### src/rtl/clk_period_meter.sv
// Measures the period and high time of a slow clock-like input in clk cycles, with
// tolerance, lock and stall reporting. Define CLK_PERIOD_METER_SYNC_EN for asynchronous i_sig.
module clk_period_meter #(
    parameter int CNT_W    = 16,
    parameter int EXPECTED = 10,
    parameter int TOL      = 0,
    parameter int TIMEOUT  = 1000
) (
    input  logic             clk,
    input  logic             rst,
    input  logic             i_sig,
    output logic [CNT_W-1:0] o_period,
    output logic [CNT_W-1:0] o_high,
    output logic             o_valid,
    output logic             o_mismatch,
    output logic             o_lock,
    output logic             o_timeout
);

    typedef enum logic [1:0] {
        SYNC_WAIT = 2'd0,
        MEAS_HIGH = 2'd1,
        MEAS_LOW  = 2'd2
    } state_t;

    localparam logic [CNT_W-1:0] TMO   = CNT_W'(TIMEOUT);
    localparam logic [CNT_W:0]   EXP_X = (CNT_W+1)'(EXPECTED);
    localparam logic [CNT_W:0]   TOL_X = (CNT_W+1)'(TOL);

    state_t           state, state_nxt;
    logic             s, prev;
    logic [CNT_W-1:0] cnt, hl, cnt_inc;
    logic [1:0]       good_cnt, good_nxt;
    logic             rise, fall, cnt_sat, mm_now;
    logic             report, tmo_hit, latch_high;
    logic [CNT_W:0]   cnt_x, diff;

    // s and prev reset high so a signal already high at reset release is not a rise
`ifdef CLK_PERIOD_METER_SYNC_EN
    logic [1:0] sync_q;
    always_ff @(posedge clk) begin
        if (rst) begin
            sync_q <= 2'b11;
            s      <= 1'b1;
        end else begin
            sync_q <= {sync_q[0], i_sig};
            s      <= sync_q[1];
        end
    end
`else
    always_ff @(posedge clk) begin
        if (rst) s <= 1'b1;
        else     s <= i_sig;
    end
`endif

    always_ff @(posedge clk) begin
        if (rst) prev <= 1'b1;
        else     prev <= s;
    end

    assign rise    = s & ~prev;
    assign fall    = ~s & prev;
    assign cnt_sat = &cnt;
    assign cnt_inc = cnt_sat ? cnt : cnt + 1'b1;
    assign cnt_x   = {1'b0, cnt};
    assign diff    = (cnt_x >= EXP_X) ? (cnt_x - EXP_X) : (EXP_X - cnt_x);
    assign mm_now  = cnt_sat || (diff > TOL_X);
    assign good_nxt = mm_now ? 2'd0 : ((good_cnt == 2'd2) ? 2'd2 : good_cnt + 2'd1);

    always_ff @(posedge clk) begin
        if (rst) state <= SYNC_WAIT;
        else     state <= state_nxt;
    end

    always_comb begin
        state_nxt  = state;
        report     = 1'b0;
        tmo_hit    = 1'b0;
        latch_high = 1'b0;
        case (state)
            SYNC_WAIT: if (rise) state_nxt = MEAS_HIGH;
            MEAS_HIGH: begin
                if (fall) begin
                    latch_high = 1'b1;
                    state_nxt  = MEAS_LOW;
                end else if (cnt >= TMO) begin
                    tmo_hit   = 1'b1;
                    state_nxt = SYNC_WAIT;
                end
            end
            MEAS_LOW: begin
                if (rise) begin
                    report    = 1'b1;
                    state_nxt = MEAS_HIGH;
                end else if (cnt >= TMO) begin
                    tmo_hit   = 1'b1;
                    state_nxt = SYNC_WAIT;
                end
            end
            default: state_nxt = SYNC_WAIT;
        endcase
    end

    always_ff @(posedge clk) begin
        if (rst) begin
            cnt <= '0;
            hl  <= '0;
        end else begin
            if (rise)                    cnt <= CNT_W'(1);
            else if (tmo_hit)            cnt <= '0;
            else if (state != SYNC_WAIT) cnt <= cnt_inc;
            if (latch_high) hl <= cnt;
        end
    end

    always_ff @(posedge clk) begin
        if (rst) begin
            o_period   <= '0;
            o_high     <= '0;
            o_valid    <= 1'b0;
            o_mismatch <= 1'b0;
            o_lock     <= 1'b0;
            o_timeout  <= 1'b0;
            good_cnt   <= 2'd0;
        end else begin
            o_valid <= report;
            if (report) begin
                o_period   <= cnt;
                o_high     <= hl;
                o_mismatch <= mm_now;
                o_timeout  <= 1'b0;
                good_cnt   <= good_nxt;
                o_lock     <= (good_nxt == 2'd2);
            end else if (tmo_hit) begin
                o_timeout <= 1'b1;
                o_lock    <= 1'b0;
                good_cnt  <= 2'd0;
            end
        end
    end

endmodule

### config.mk
export PLATFORM = sky130hd
export DESIGN_NAME = clk_period_meter
export DESIGN_NICKNAME = d
export VERILOG_FILES = /design/src/rtl/clk_period_meter.sv
export SDC_FILE = /design/constraint.sdc
export NUM_CORES = 1
export LEC_CHECK = 0
export CORE_ASPECT_RATIO = 0.75
export CORE_UTILIZATION = 54
export DETAILED_ROUTE_END_ITERATION = 16
export PLACE_DENSITY = 0.77
export RECOVER_POWER = 100
export SLEW_MARGIN = 20
export SYNTH_ARGS = -nofsm -noshare
export SYNTH_HDL_FRONTEND = slang
export SYNTH_SLANG_ARGS = --single-unit
export TNS_END_PERCENT = 30
### constraint.sdc
create_clock -name clk -period 3 [get_ports clk]
set_input_delay 0.9 -clock clk [delete_from_list [all_inputs] [get_ports clk]]
set_output_delay 0.9 -clock clk [all_outputs]
set_load 0.02 [all_outputs]
==> results.cfg, run 1 <==
[drt]
via_count = 3240
vias_per_cell = 5.75
dr.pass1.iters = 6
remaining_routing_drc_violations = 0
drt-total-wl_mm = 8.74
drt_iter0_markers = 257
detail-route-antenna-nets = 0
drt-wirelength-per-cell_um = 15.5

[timing]
max_slew_margin = 0.206
clock_skew_ps = 7.50
max_freq_mhz = 360
rsz0062_at_grt = no
timing.final.crit_share = 0.925
fin_crit_ps = 2770
slew_violations = 0
worstMarginPinSlew_ps = 1190
hold_viol_final = 0
finalSetupViolCount = 0
setup_total_negative_slack_ps = 0
final_critical_path_setup_slack_ps = 226

[layout]
design_area_um2 = 4100
nets = 495
antenna_cells = 0
drive_gt1_frac = 0.101
n_fill_cell = 518
synthToLayoutAreaGrowth_pct = 17.9
final_util = 0.683

[logic_synthesis]
ys_async_sr_fraction = 0
number_of_synthesized_flops_with_an_enable_pin = 0
netlist.area_leader.share = 0.426
synthesis.area_per_instance_um2 = 7.83
flip_flop_and_latch_count_after_synthesis = 74
yosys.cell_count.top_type = sky130_fd_sc_hd__nand2_1
synthesis.nets = 459
synth_ff_type = sky130_fd_sc_hd__dfxtp_1
share_of_the_yosys_chip_area_belonging_to_registers = 0.426
cells_after_synth = 444
syn-cell-area_um2 = 3480
synth_top_cells_by_area = sky130_fd_sc_hd__dfxtp_1 43%, sky130_fd_sc_hd__nand2_1 12%, sky130_fd_sc_hd__a21oi_1 8.2%, sky130_fd_sc_hd__ha_1 4.3%, sky130_fd_sc_hd__nor2_1 3.3%
yosys_warnings = 0
netlist-cell-type-count = 50
ys_top_cells_by_count = 112 x sky130_fd_sc_hd__nand2_1, 74 x sky130_fd_sc_hd__dfxtp_1, 57 x sky130_fd_sc_hd__a21oi_1, 31 x sky130_fd_sc_hd__nor2_1, 27 x sky130_fd_sc_hd__clkbuf_1
yosys.area.top_type = sky130_fd_sc_hd__dfxtp_1

[power]
totalPowerFinal_mw = 1.71
vdd_ir_drop_max_mv = 0.220
p_per_cell_area_nw_per_um2 = 416
total_leakage_power_nw = 1.53

[critical_path]
r2r.worst_path.cells = 7
worst-endpoint-required_ps = 3250
crit_chain = or4_4 > or3_1 > nor4b_1 > a211oi_1 > a2111oi_2 > nand3_2 > o21a_1
worstSetupPathType = flop to flop
cp.buffers_inverters = 0
timing.critical_path.slowest_cell_delay_ps = 560
timing.rr.end = o_mismatch$_SDFFE_PP0P_
cp_data_arrival_time_ps = 3020
timing.critical_path.from_type = flop
worst-path-max-fanout = 8
timing.critical_path.slowest_stage_cell = sky130_fd_sc_hd__or4_4
launch_point_of_the_critical_path = cnt[13]$_SDFFE_PP0P_
critPathCaptureType = flop
crit_family = simple AND/OR/NAND/NOR gates
reg2reg_from = cnt[13]$_SDFFE_PP0P_
regToRegSetupSlack_ps = 230

[placed_design]
gp_congestion = 0.936
place.port_buffers = 38
detailedPlace.worstSlack_ps = 233
detailed_place.area_um2 = 3950
place_hpwl_mm = 6.13

[global_routing]
grt_pass1_vias = 2933
grt_start_max_net_pins = 61
initial_antenna_violation_count = 0
groute.usage.overall = 0.275
global_route_wire_length_before_repair_mm = 14.2
gr-total-overflow = 0

[clocking]
cts_max_level = 3
cts_hold_buffers = 0
tritoncts.num_buffers = 9
postcts_setup_bufs = 0
clock_tree.root_cell = sky130_fd_sc_hd__clkbuf_8
clkSinkCount = 74
cts_clock_pin_slew_for_the_worst_setup_and_hold_paths_ps = 80
tritoncts = done
max-clock-path-buffers = 2
clock_latency_late_sink_ps = 350

[min_path]
worst_hold_path.endpoint = o_high[9]$_SDFFE_PP0P_
min_delay_path_depth = 2
hold_startpoint = hl[9]$_SDFFE_PP0P_
hold_path.class = flop to flop

[floorplan]
core_region_area_um2 = 6010
die_x_um = 94.7
die_height_um = 71.5
floorplan.rows = 24
ioPinCount = 39
floorplan.die_area_um2 = 6770
initial_cell_density_of_the_core = 0.579

[run]
count_of_max_cap_constraint_violations = 0

[run_status]
status = finished, final reports clean
[layout by cell type, fill, tap and decap left out, types with 5 or more instances in the layout]
cell type	instances
sky130_fd_sc_hd__nand2_1	112
sky130_fd_sc_hd__dfxtp_1	74
sky130_fd_sc_hd__a21oi_1	57
sky130_fd_sc_hd__dlygate4sd3_1	36
sky130_fd_sc_hd__nor2_1	31
sky130_fd_sc_hd__buf_4	17
sky130_fd_sc_hd__inv_1	13
sky130_fd_sc_hd__nor3_1	12
sky130_fd_sc_hd__ha_1	12
sky130_fd_sc_hd__o21ai_0	11
sky130_fd_sc_hd__or3_1	9
sky130_fd_sc_hd__xnor2_1	9
sky130_fd_sc_hd__clkbuf_8	9
sky130_fd_sc_hd__or2_2	6
sky130_fd_sc_hd__nand3_1	5
sky130_fd_sc_hd__xor2_1	5
sky130_fd_sc_hd__clkbuf_1	5
[flip-flops by register name, summed over array words and instances, names as in the netlist]
register / cells
o_timeout: 1
o_lock: 1
cnt: 16
prev: 1
o_high: 16
s: 1
o_mismatch: 1
o_period: 16
hl: 16
good_cnt: 2
state: 2
o_valid: 1
[metrics by stage]
| step | std cells | hold slack [ps] |
|---|---|---|
| floorplan | 444 | 425 |
| finish | 563 | 444 |
| CTS | 563 | 447 |
| detailed placement | 547 | 448 |
| global placement | 547 | 440 |
| global route | 563 | 473 |
[kinds of logic after synthesis]
| logic type | Yosys count | share of synthesized area |
|---|---|---|
| AND/OR/NAND/NOR | 205 | 0.274 |
| AO/OA/AOI/OAI | 92 | 0.159 |
| adder cells (fa/ha/maj) | 12 | 0.0432 |
| XOR/XNOR | 15 | 0.0399 |
| flip-flops | 74 | 0.426 |
| buffers and inverters | 46 | 0.0579 |
[worst max path at each step]
| stage | end | slack (ps) | depth (start not counted) |
|---|---|---|---|
| floorplan | o_mismatch$_SDFFE_PP0P_ | 300 | 11 |
| global placement | o_mismatch$_SDFFE_PP0P_ | 320 | 7 |
| detailed placement | o_mismatch$_SDFFE_PP0P_ | 230 | 9 |
| CTS | o_mismatch$_SDFFE_PP0P_ | 200 | 9 |
| global route | o_mismatch$_SDFFE_PP0P_ | 50 | 7 |
| finish | o_mismatch$_SDFFE_PP0P_ | 230 | 7 |
[per-layer routing]
| layer | up-vias | part of all wire | track usage |
|---|---|---|---|
| met1 | 1535 | 0.45 | 0.363 |
| met3 | 24 | 0.083 | 0.0924 |
| li1 | 1560 | - | - |
| met4 | 0 | 0.025 | 0.101 |
| met5 | - | 0 | 0 |
| met2 | 121 | 0.44 | 0.417 |
[worst reg2reg max path, delay by kind of cell (launching register included)]
family          cells  cell delay [ps]
flops               1              390
compound gates      3              640
simple gates        4             1640
[power by group]
part	internal, mW	total (mW)	switching [mW]
Clock	0.298	0.665	0.367
Sequential	0.985	0.990	0.00522
Combinational	0.0153	0.0518	0.0365
[layout make-up]
type | instances | area [µm²] | share of cell area
multi-input combinational | 324 | 1800 | 0.438
tap | 78 | 97.6 | 0.0238
clock inverter | 5 | 31.3 | 0.00763
timing repair buffer | 58 | 514 | 0.125
inverter | 13 | 48.8 | 0.0119
clock buffer | 11 | 131 | 0.0320
sequential | 74 | 1480 | 0.361
[timing repair]
| item | in CTS | in global routing |
|---|---|---|
| endpoints found under the hold margin | 0 | 0 |
| endpoints found under the setup margin | 0 | 2 |
| resized for setup | 0 | 1 |
No activity file was read; power rests on OpenSTA's default activity.
==> run 2, diff against run 1 <==
--- a/config.mk
+++ b/config.mk
@@ -5,7 +5,7 @@
 export SDC_FILE = /design/constraint.sdc
 export NUM_CORES = 1
 export LEC_CHECK = 0
-export CORE_ASPECT_RATIO = 0.75
+export CORE_ASPECT_RATIO = 2
 export CORE_UTILIZATION = 54
 export DETAILED_ROUTE_END_ITERATION = 16
 export PLACE_DENSITY = 0.77
==> results.cfg, run 2 (same netlist as run 1, synthesis figures left out) <==
[floorplan]
ioPinCount = 39
die_x_um = 58.8
initial_cell_density_of_the_core = 0.556
floorplan.rows = 41
core_region_area_um2 = 6260
die_height_um = 116
floorplan.die_area_um2 = 6790

[clocking]
cts_clock_pin_slew_for_the_worst_setup_and_hold_paths_ps = 60
cts_hold_buffers = 0
postcts_setup_bufs = 0
max-clock-path-buffers = 2
cts_max_level = 3
clock_latency_late_sink_ps = 340
clock_tree.root_cell = sky130_fd_sc_hd__clkbuf_16
tritoncts.num_buffers = 9
tritoncts = done
clkSinkCount = 74
cts-resized-gates = 0

[critical_path]
crit_chain = or4_4 > or3_1 > nor4_4 > a41oi_1 > a2111oi_2 > nand3_2 > o21a_1
worst-endpoint-required_ps = 3240
cp_data_arrival_time_ps = 3000
timing.critical_path.from_type = flop
worst-path-max-fanout = 8
worstSetupPathType = flop to flop
timing.critical_path.slowest_stage_cell = sky130_fd_sc_hd__or4_4
critPathCaptureType = flop
timing.critical_path.slowest_cell_delay_ps = 570

[run_status]
status = finished, final reports clean

[timing]
max_freq_mhz = 362
fin_hold_ws_ps = 444
clock_skew_ps = 4.78
timing.final.crit_share = 0.920
slew_violations = 0
rsz0062_at_grt = no
max_slew_margin = 0.336
fin_crit_ps = 2760
hold_viol_final = 0
setup_total_negative_slack_ps = 0
worstMarginPinSlew_ps = 996
finalSetupViolCount = 0

[placed_design]
place.port_buffers = 38
gp_congestion = 0.940
place_hpwl_mm = 6.76

[run]
count_of_max_cap_constraint_violations = 0

[layout]
layout.cells.most_common = sky130_fd_sc_hd__nand2_1
nets = 498
final_cell_mix = 112 x sky130_fd_sc_hd__nand2_1, 74 x sky130_fd_sc_hd__dfxtp_1, 57 x sky130_fd_sc_hd__a21oi_1, 36 x sky130_fd_sc_hd__dlygate4sd3_1, 31 x sky130_fd_sc_hd__nor2_1
synthToLayoutAreaGrowth_pct = 22.9
antenna_cells = 0
drive_gt1_frac = 0.107

[power]
pwr-share-seq = 0.464
p_per_cell_area_nw_per_um2 = 500
clock_power_share = 0.512
power_report.internal_total_mw = 1.69
total_leakage_power_nw = 1.61
vdd_ir_drop_max_mv = 0.229
swShare = 0.209
combinationalPowerShare = 0.024
switching_power_mw = 0.446

[global_routing]
gr-total-overflow = 0
groute.usage.overall = 0.299
grt_start_max_net_pins = 39
grt_pass1_vias = 3091
initial_antenna_violation_count = 0
global_route_wire_length_before_repair_mm = 14.9

[drt]
detail-route-antenna-nets = 0
dr.pass1.iters = 5
drt-wirelength-per-cell_um = 16.2
met1_length_mm = 3.29
remaining_routing_drc_violations = 0
via_count = 3239
routed.top_layer = met4
met3_length_um = 454
met2WireLength_mm = 5.11
vias_per_cell = 5.64
drt_iter0_markers = 197
drt-total-wl_mm = 9.31

[min_path]
hold_path.class = flop to flop
[run 2: changes by cell type in the layout (fill, tap and decap cells not counted), sizes merged]
cell | previous run | this run
clkinvlp | 1 | 2
clkbuf | 15 | 17
buf | 17 | 19
bufinv | 0 | 1
clkinv | 4 | 1
[run 2: metal layers]
| layer | global-route usage | vias up |
|---|---|---|
| met3 | 0.0636 | 38 |
| met4 | 0.195 | 0 |
| met5 | 0 | - |
| li1 | - | 1568 |
| met2 | 0.535 | 94 |
| met1 | 0.301 | 1539 |
[run 2: final cells by class]
class                           count  area (µm²)
Tap cell                           86         108
Multi-Input combinational cell    324        1800
Inverter                           13        48.8
Sequential cell                    74        1480
Fill cell                         559        1980
Timing Repair Buffer               61         534
Clock inverter                      4        50.0
Clock buffer                       12         256
[run 2: metrics by stage]
step / std cells / cell area, µm² / utilization / setup slack (ps) / power, mW
after global placement: 558 / 3980 / 0.636 / 267 / 1.06
after floorplan: 444 / 3480 / - / 299 / 1.05
after global routing: 574 / 4270 / 0.683 / 54.2 / 2.20
after detailed placement: 558 / 3980 / 0.636 / 238 / 1.06
final: 574 / 4270 / 0.683 / 239 / 2.14
after CTS: 574 / 4290 / 0.685 / 232 / 2.14
[run 2: power by group through the flow]
stage                     Sequential (mW)  Combinational, mW  Clock [mW]
after detailed placement             1.01             0.0505           0
after floorplan                      1.01             0.0370           0
after CTS                           0.992             0.0507        1.10
after global placement               1.01             0.0497           0
final                               0.991             0.0506        1.09
after global routing                0.992             0.0555        1.15
[run 2: worst paths after layout]
path | startpoint | to | slack, ps | depth (start not counted)
setup / recovery | cnt[13]$_SDFFE_PP0P_ | o_mismatch$_SDFFE_PP0P_ | 240 | 7
hold / removal | good_cnt[0]$_SDFFE_PP0P_ | good_cnt[0]$_SDFFE_PP0P_ | 440 | 2
setup reg to reg | cnt[13]$_SDFFE_PP0P_ | o_mismatch$_SDFFE_PP0P_ | 240 | 7
hold reg to reg | good_cnt[0]$_SDFFE_PP0P_ | good_cnt[0]$_SDFFE_PP0P_ | 440 | 2
[run 2: critical path: cells and delay by family, from the launching register on]
kind / cells / cell delay, ps
compound gates: 3 / 700
flops: 1 / 400
simple gates: 4 / 1570
==> run 3, diff against run 2 <==
--- a/config.mk
+++ b/config.mk
@@ -6,6 +6,7 @@
 export NUM_CORES = 1
 export LEC_CHECK = 0
 export CORE_ASPECT_RATIO = 2
+export CORE_MARGIN = 1
 export CORE_UTILIZATION = 54
 export DETAILED_ROUTE_END_ITERATION = 16
 export PLACE_DENSITY = 0.77
==> results of run 3 <==
Same layout as run 2: the final DEF is identical, and so are final timing and power.
